## src/rtl/next_pc_unit_pkg.sv

```systemverilog
// Shared operation codes, FSM state encoding and small helpers
// for the execute-stage next-PC unit.
package next_pc_unit_pkg;

  typedef enum logic [1:0] {
    NPC_BOOT = 2'd0,
    NPC_RUN  = 2'd1,
    NPC_HOLD = 2'd2,
    NPC_TRAP = 2'd3
  } npc_state_t;

  localparam logic [6:0] ALU_ADD   = 7'h00;
  localparam logic [6:0] ALU_SUB   = 7'h01;
  localparam logic [6:0] ALU_AND   = 7'h02;
  localparam logic [6:0] ALU_OR    = 7'h03;
  localparam logic [6:0] ALU_XOR   = 7'h04;
  localparam logic [6:0] ALU_SLL   = 7'h05;
  localparam logic [6:0] ALU_SRL   = 7'h06;
  localparam logic [6:0] ALU_SRA   = 7'h07;
  localparam logic [6:0] ALU_SLT   = 7'h08;
  localparam logic [6:0] ALU_SLTU  = 7'h09;
  localparam logic [6:0] ALU_LUI   = 7'h0A;
  localparam logic [6:0] ALU_AUIPC = 7'h0B;
  localparam logic [6:0] ALU_JAL   = 7'h20;
  localparam logic [6:0] ALU_JALR  = 7'h21;
  localparam logic [6:0] ALU_BEQ   = 7'h28;
  localparam logic [6:0] ALU_BNE   = 7'h29;
  localparam logic [6:0] ALU_BLT   = 7'h2C;
  localparam logic [6:0] ALU_BGE   = 7'h2D;
  localparam logic [6:0] ALU_BLTU  = 7'h2E;
  localparam logic [6:0] ALU_BGEU  = 7'h2F;

  // A redirect target must be word aligned; anything else traps.
  function automatic logic is_misaligned(input logic [31:0] addr);
    return (addr[1:0] != 2'b00);
  endfunction

endpackage

```

## src/rtl/next_pc_unit_branch_cmp.sv

```systemverilog
// Purely combinational branch/jump resolution: decides whether the
// execute-stage control instruction redirects the PC.
module branch_cmp
  import next_pc_unit_pkg::*;
(
  input  logic [6:0]  alu_code,
  input  logic [31:0] rs1,
  input  logic [31:0] rs2,
  output logic        taken
);

  logic eq;
  logic lt_signed;
  logic lt_unsigned;

  // Shared comparator results feeding the per-opcode decode.
  always_comb begin
    eq          = (rs1 == rs2);
    lt_signed   = ($signed(rs1) < $signed(rs2));
    lt_unsigned = (rs1 < rs2);
  end

  // Unknown codes fall through to not-taken so they advance sequentially.
  always_comb begin
    taken = 1'b0;
    case (alu_code)
      ALU_JAL:  taken = 1'b1;
      ALU_JALR: taken = 1'b1;
      ALU_BEQ:  taken = eq;
      ALU_BNE:  taken = !eq;
      ALU_BLT:  taken = lt_signed;
      ALU_BGE:  taken = !lt_signed;
      ALU_BLTU: taken = lt_unsigned;
      ALU_BGEU: taken = !lt_unsigned;
      default:  taken = 1'b0;
    endcase
  end

endmodule

```

## src/rtl/next_pc_unit.sv

```systemverilog
// Execute-stage next-PC unit: target adder, redirect/trap FSM and the
// architectural PC register driving fetch.
module next_pc_unit
  import next_pc_unit_pkg::*;
#(
  parameter logic [31:0] RESET_VECTOR = 32'h0000_0000,
  parameter logic [31:0] TRAP_VECTOR  = 32'h0000_0010
) (
  input  logic        clk,
  input  logic        rst,
  input  logic        ex_valid,
  input  logic        stall,
  input  logic [6:0]  alu_code,
  input  logic [31:0] npc_op1,
  input  logic [31:0] npc_op2,
  input  logic [31:0] rs1,
  input  logic [31:0] rs2,
  input  logic        trap_clear,
  output logic [31:0] pc,
  output logic        pc_valid,
  output logic        flush,
  output logic        trap,
  output logic [31:0] trap_epc
);

  npc_state_t  state;
  logic        taken;
  logic [31:0] target;
  logic [31:0] seq;

  branch_cmp u_branch_cmp (
    .alu_code (alu_code),
    .rs1      (rs1),
    .rs2      (rs2),
    .taken    (taken)
  );

  // Target and sequential addresses wrap modulo 2^32; JALR clears bit 0.
  always_comb begin
    target = npc_op1 + npc_op2;
    if (alu_code == ALU_JALR) begin
      target[0] = 1'b0;
    end else begin
      target[0] = target[0];
    end
    seq = pc + 32'd4;
  end

  // Control FSM with registered fetch-side outputs; flush is a single-cycle pulse.
  always_ff @(posedge clk) begin
    if (rst) begin
      state    <= NPC_BOOT;
      pc       <= RESET_VECTOR;
      pc_valid <= 1'b0;
      flush    <= 1'b0;
      trap     <= 1'b0;
      trap_epc <= 32'h0000_0000;
    end else begin
      flush <= 1'b0;
      case (state)
        NPC_BOOT: begin
          state    <= NPC_RUN;
          pc_valid <= 1'b1;
        end
        NPC_RUN: begin
          if (stall) begin
            state <= NPC_HOLD;
          end else if (ex_valid && taken) begin
            flush <= 1'b1;
            if (is_misaligned(target)) begin
              state    <= NPC_TRAP;
              pc       <= TRAP_VECTOR;
              trap_epc <= pc;
              trap     <= 1'b1;
            end else begin
              pc <= target;
            end
          end else if (ex_valid) begin
            pc <= seq;
          end else begin
            pc <= pc;
          end
        end
        NPC_HOLD: begin
          if (!stall) begin
            state <= NPC_RUN;
          end else begin
            state <= NPC_HOLD;
          end
        end
        NPC_TRAP: begin
          // Clearing during a stall parks in HOLD rather than resuming directly.
          if (trap_clear) begin
            trap  <= 1'b0;
            state <= stall ? NPC_HOLD : NPC_RUN;
          end else begin
            state <= NPC_TRAP;
          end
        end
        default: begin
          state    <= NPC_BOOT;
          pc       <= RESET_VECTOR;
          pc_valid <= 1'b0;
          trap     <= 1'b0;
        end
      endcase
    end
  end

endmodule

```

## config.mk

```make
export PLATFORM = sky130hd
export DESIGN_NAME = next_pc_unit
export DESIGN_NICKNAME = d
export VERILOG_FILES = /design/src/rtl/next_pc_unit_pkg.sv /design/src/rtl/next_pc_unit_branch_cmp.sv /design/src/rtl/next_pc_unit.sv
export SDC_FILE = /design/constraint.sdc
export NUM_CORES = 1
export LEC_CHECK = 0
export BUFFER_PORTS_ARGS = -buffer_cell sky130_fd_sc_hd__clkbuf_2
export CORE_AREA = 2 2 82 162
export CTS_CLUSTER_DIAMETER = 200
export DETAILED_ROUTE_END_ITERATION = 10
export DIE_AREA = 0 0 84 164
export PLACE_DENSITY = 0.78
export SYNTH_ARGS = -nofsm -noshare
export SYNTH_HDL_FRONTEND = slang
export SYNTH_SLANG_ARGS = --single-unit
```

## constraint.sdc

```tcl
create_clock -name clk -period 3.2 [get_ports clk]
set_input_delay 0.64 -clock clk [delete_from_list [all_inputs] [get_ports clk]]
set_output_delay 0.64 -clock clk [all_outputs]
set_load 0.1 [all_outputs]
```

==> impl_metrics.py <==
metrics = {
    "floorplanning": {
        "die_w_um": 84,
        "initial_core_util": 0.447,
        "num_rows": 58,
        "die_area_um2": 13800,
        "die_height_um": 164,
        "core_area_um2": 12600,
        "ioPinCount": 207,
    },
    "clocking": {
        "clk_path_buf_depth": 2,
        "clk_pin_slew_ns": 0.06,
        "clockRootBuffer": "clkbuf_16",
        "htreeDepth": 3,
        "cts_tree": "yes",
        "clk-insertion-delay-late_ns": 0.33,
        "numCtsBuffers": 9,
        "cts_num_sinks": 69,
    },
    "logic_synthesis": {
        "syn_avg_cell_area_um2": 7.42,
        "yosysWarnings": 0,
        "yosysTopAreaCellShare": 0.246,
        "synth_nets": 961,
        "ys_seq_elements": 69,
        "synth_top_flop_cell": "dfxtp_1",
        "synth.cell_area_um2": 5610,
        "synth_seq_area_share": 0.246,
        "yosysMostFrequentCell": "nand2_1",
        "async_reset_ff_frac": 0,
        "yosysUniqueCellTypes": 65,
        "syn_inst": 756,
        "synth_top_cells_by_count": "nand2_1, a21oi_1, dfxtp_1, ha_1, inv_1",
        "synth_edf_count": 0,
        "synth_top_cell_by_area": "dfxtp_1",
        "yosys-top-cells-area": "dfxtp_1, ha_1, a21oi_1, nand2_1, inv_1",
    },
    "placement": {
        "place.gp.congestion": 0.884,
        "place_ws_ns": -0.539,
        "portBuffers": 206,
        "post-dp-hpwl_mm": 14.4,
        "placed_cell_area_um2": 7360,
        "placed_cells": 1143,
    },
    "layout": {
        "nFillCells": 1016,
        "num_antenna_cells": 0,
        "final_util": 0.670,
        "nNetsFinal": 1226,
        "syn2layout_area_growth_pct": 50.1,
        "finalNonFillerCells": 1176,
        "final_layout_size_suffix_gt1_frac": 0.397,
        "final_area_um2": 8420,
    },
    "drt": {
        "avgRoutedWirePerCell_um": 16.7,
        "vias": 6795,
        "dr.pass1.iters": 6,
        "ant_nets": 0,
        "post-route-drc-count": 0,
        "drt_wl_total_mm": 19.6,
        "drt_iter0_drc": 604,
        "drt-vias-per-instance": 5.78,
    },
    "sta": {
        "fmax_mhz": 284,
        "worst_pin_slew_ns": 1.04,
        "fin_crit_ns": 3.52,
        "min_period_over_period": 1.10,
        "setup_violations": 66,
        "finalHoldViolations": 0,
        "slew_headroom": 0.307,
        "rsz0062_at_grt": "yes",
        "hold_ws_ns": 0.454,
        "drv_slew": 0,
        "skew_ns": 0.00529,
        "finalWorstSetupSlack_ns": -0.317,
    },
    "status": {
        "status": "complete, but fails checks",
        "violations": "negative setup slack",
    },
    "critical_path": {
        "path_max_fanout": 16,
        "cp-end-kind": "register",
        "cp_cell_sequence": "clkbuf_2 -> inv_1 -> ha_1 -> nand4_1 -> nor4_4 -> nor3b_4 -> or3b_4 -> xor2_2 -> a2111oi_4 -> buf_4 -> a21oi_4 -> buf_12 -> nor3_4 -> buf_6 -> clkbuf_16 -> nand2_1 -> a21oi_1",
        "path_class": "in2reg",
        "worstPathArrival_ns": 3.76,
        "slowest_stage": "or3b_4",
        "crit_required_ns": 3.44,
        "slowest_delay_ns": 0.41,
        "cp-start-kind": "input pin",
    },
    "power_and_ir_drop": {
        "clock_power_share": 0.359,
        "ir_worst_vdd_mv": 0.254,
        "p_per_area_nw_per_um2": 303,
        "switchingPower_mw": 0.792,
        "switching_share": 0.311,
        "intPower_mw": 1.76,
        "power_frac_comb": 0.299,
        "pwr-share-seq": 0.342,
        "p_leak_nw": 3.93,
    },
    "grt": {
        "grt_max_degree": 42,
        "grt_pass1_vias": 6353,
        "track_usage": 0.254,
        "gr-total-overflow": 0,
        "antenna_found_initial": 0,
        "grt_pass1_wl_mm": 28.6,
    },
    "worst_hold_path": {
        "hold_class": "reg2reg",
    },
    "run": {
        "max_cap_viol_count": 0,
    },
}
[kinds of logic (layout without fill, tap and decap cells)]
kind of cell	count (synthesis)	after routing	synth area share
xor gates and xnor gates	28	28	0.0437
DFF	69	69	0.246
muxes	2	2	0.00357
adders and majority gates	65	65	0.146
and+or+nand+nor	282	282	0.242
AOI/OAI and AO/OA	233	233	0.259
buffers and inverters	77	347	0.0589
[cell type report]
type	instances	area [um^2]	share of cell area
clock buffer	10	239	0.0284
clock inverter	6	38.8	0.00461
multi-input combinational	610	4460	0.530
timing repair buffer	284	1910	0.227
tap	150	188	0.0223
sequential	69	1390	0.165
inverter	47	199	0.0236
[placed cells by master, fill, tap and decap left out, types with 5 or more instances in the layout]
master / instances
a21o_1: 16
a21oi_1: 81
a21oi_2: 24
a31oi_1: 18
and3_1: 9
buf_12: 6
buf_4: 55
buf_6: 16
clkbuf_16: 15
clkbuf_2: 198
dfxtp_1: 66
ha_1: 51
ha_4: 13
inv_1: 38
nand2_1: 106
nand2_2: 7
nand2_4: 14
nand2b_1: 7
nand3_1: 21
nand4_1: 12
nor2_1: 37
nor2b_1: 7
nor3_1: 19
o211ai_1: 6
o21a_1: 8
o21ai_0: 24
o21ai_1: 7
or3_1: 5
xnor2_1: 18
xor2_1: 9
[state kept, by name (all words and copies together) (netlist names)]
register / flops
flush: 1
pc: 32
pc_valid: 1
state: 2
trap: 1
trap_epc: 32
[power by group through the flow]
| stage | Clock (mW) | Sequential (mW) | Combinational [mW] |
|---|---|---|---|
| floorplan | 0 | 0.911 | 0.409 |
| global placement | 0 | 0.890 | 0.689 |
| detailed placement | 0 | 0.890 | 0.701 |
| CTS | 0.921 | 0.871 | 0.723 |
| global route | 0.949 | 0.873 | 0.831 |
| finish | 0.914 | 0.872 | 0.762 |
[what timing repair did]
action	4_1_cts	5_1_grt
setup buffers	4	6
cloned	3	5
resized for setup	38	85
pin swaps	16	30
hold buffers	0	0
hold endpoints to repair	0	0
setup endpoints to repair	66	67
[worst max-delay path: cells and delay by family]
| family | cells | cell delay (ns) |
|---|---|---|
| AOI/OAI and AO/OA | 3 | 0.52 |
| and+or+nand+nor | 6 | 1.31 |
| adders and majority gates | 1 | 0.30 |
| buffers and inverters | 6 | 0.78 |
| xor gates and xnor gates | 1 | 0.19 |
[per-stage QoR]
| stage | setup TNS, ns | power [mW] |
|---|---|---|
| 2_1_floorplan | -2.92 | 1.32 |
| 3_3_place_gp | -26.87 | 1.58 |
| 3_5_place_dp | -30.74 | 1.59 |
| 4_1_cts | -5.43 | 2.51 |
| 5_1_grt | -21.68 | 2.65 |
| 6_report | -12.71 | 2.55 |
[layer usage]
layer | wire length [um] | share of wire | GRT usage | vias up
li1 | - | - | - | 3264
met1 | 6560 | 0.33 | 0.244 | 3099
met2 | 10900 | 0.56 | 0.521 | 353
met3 | 1110 | 0.057 | 0.0271 | 79
met4 | 1040 | 0.053 | 0.121 | 0
met5 | 0 | 0 | 0 | -
[final timing paths]
check | depth (start not counted) | endpoint | slack, ns | from
max reg2reg | 10 | pc[31] | 0.27 | pc[2]
max | 17 | trap_epc[28] | -0.32 | rs2[24]
min reg2reg | 2 | trap_epc[13] | 0.45 | trap_epc[13]
min | 2 | trap_epc[13] | 0.45 | trap_epc[13]
(Power assumes the default switching activity.)
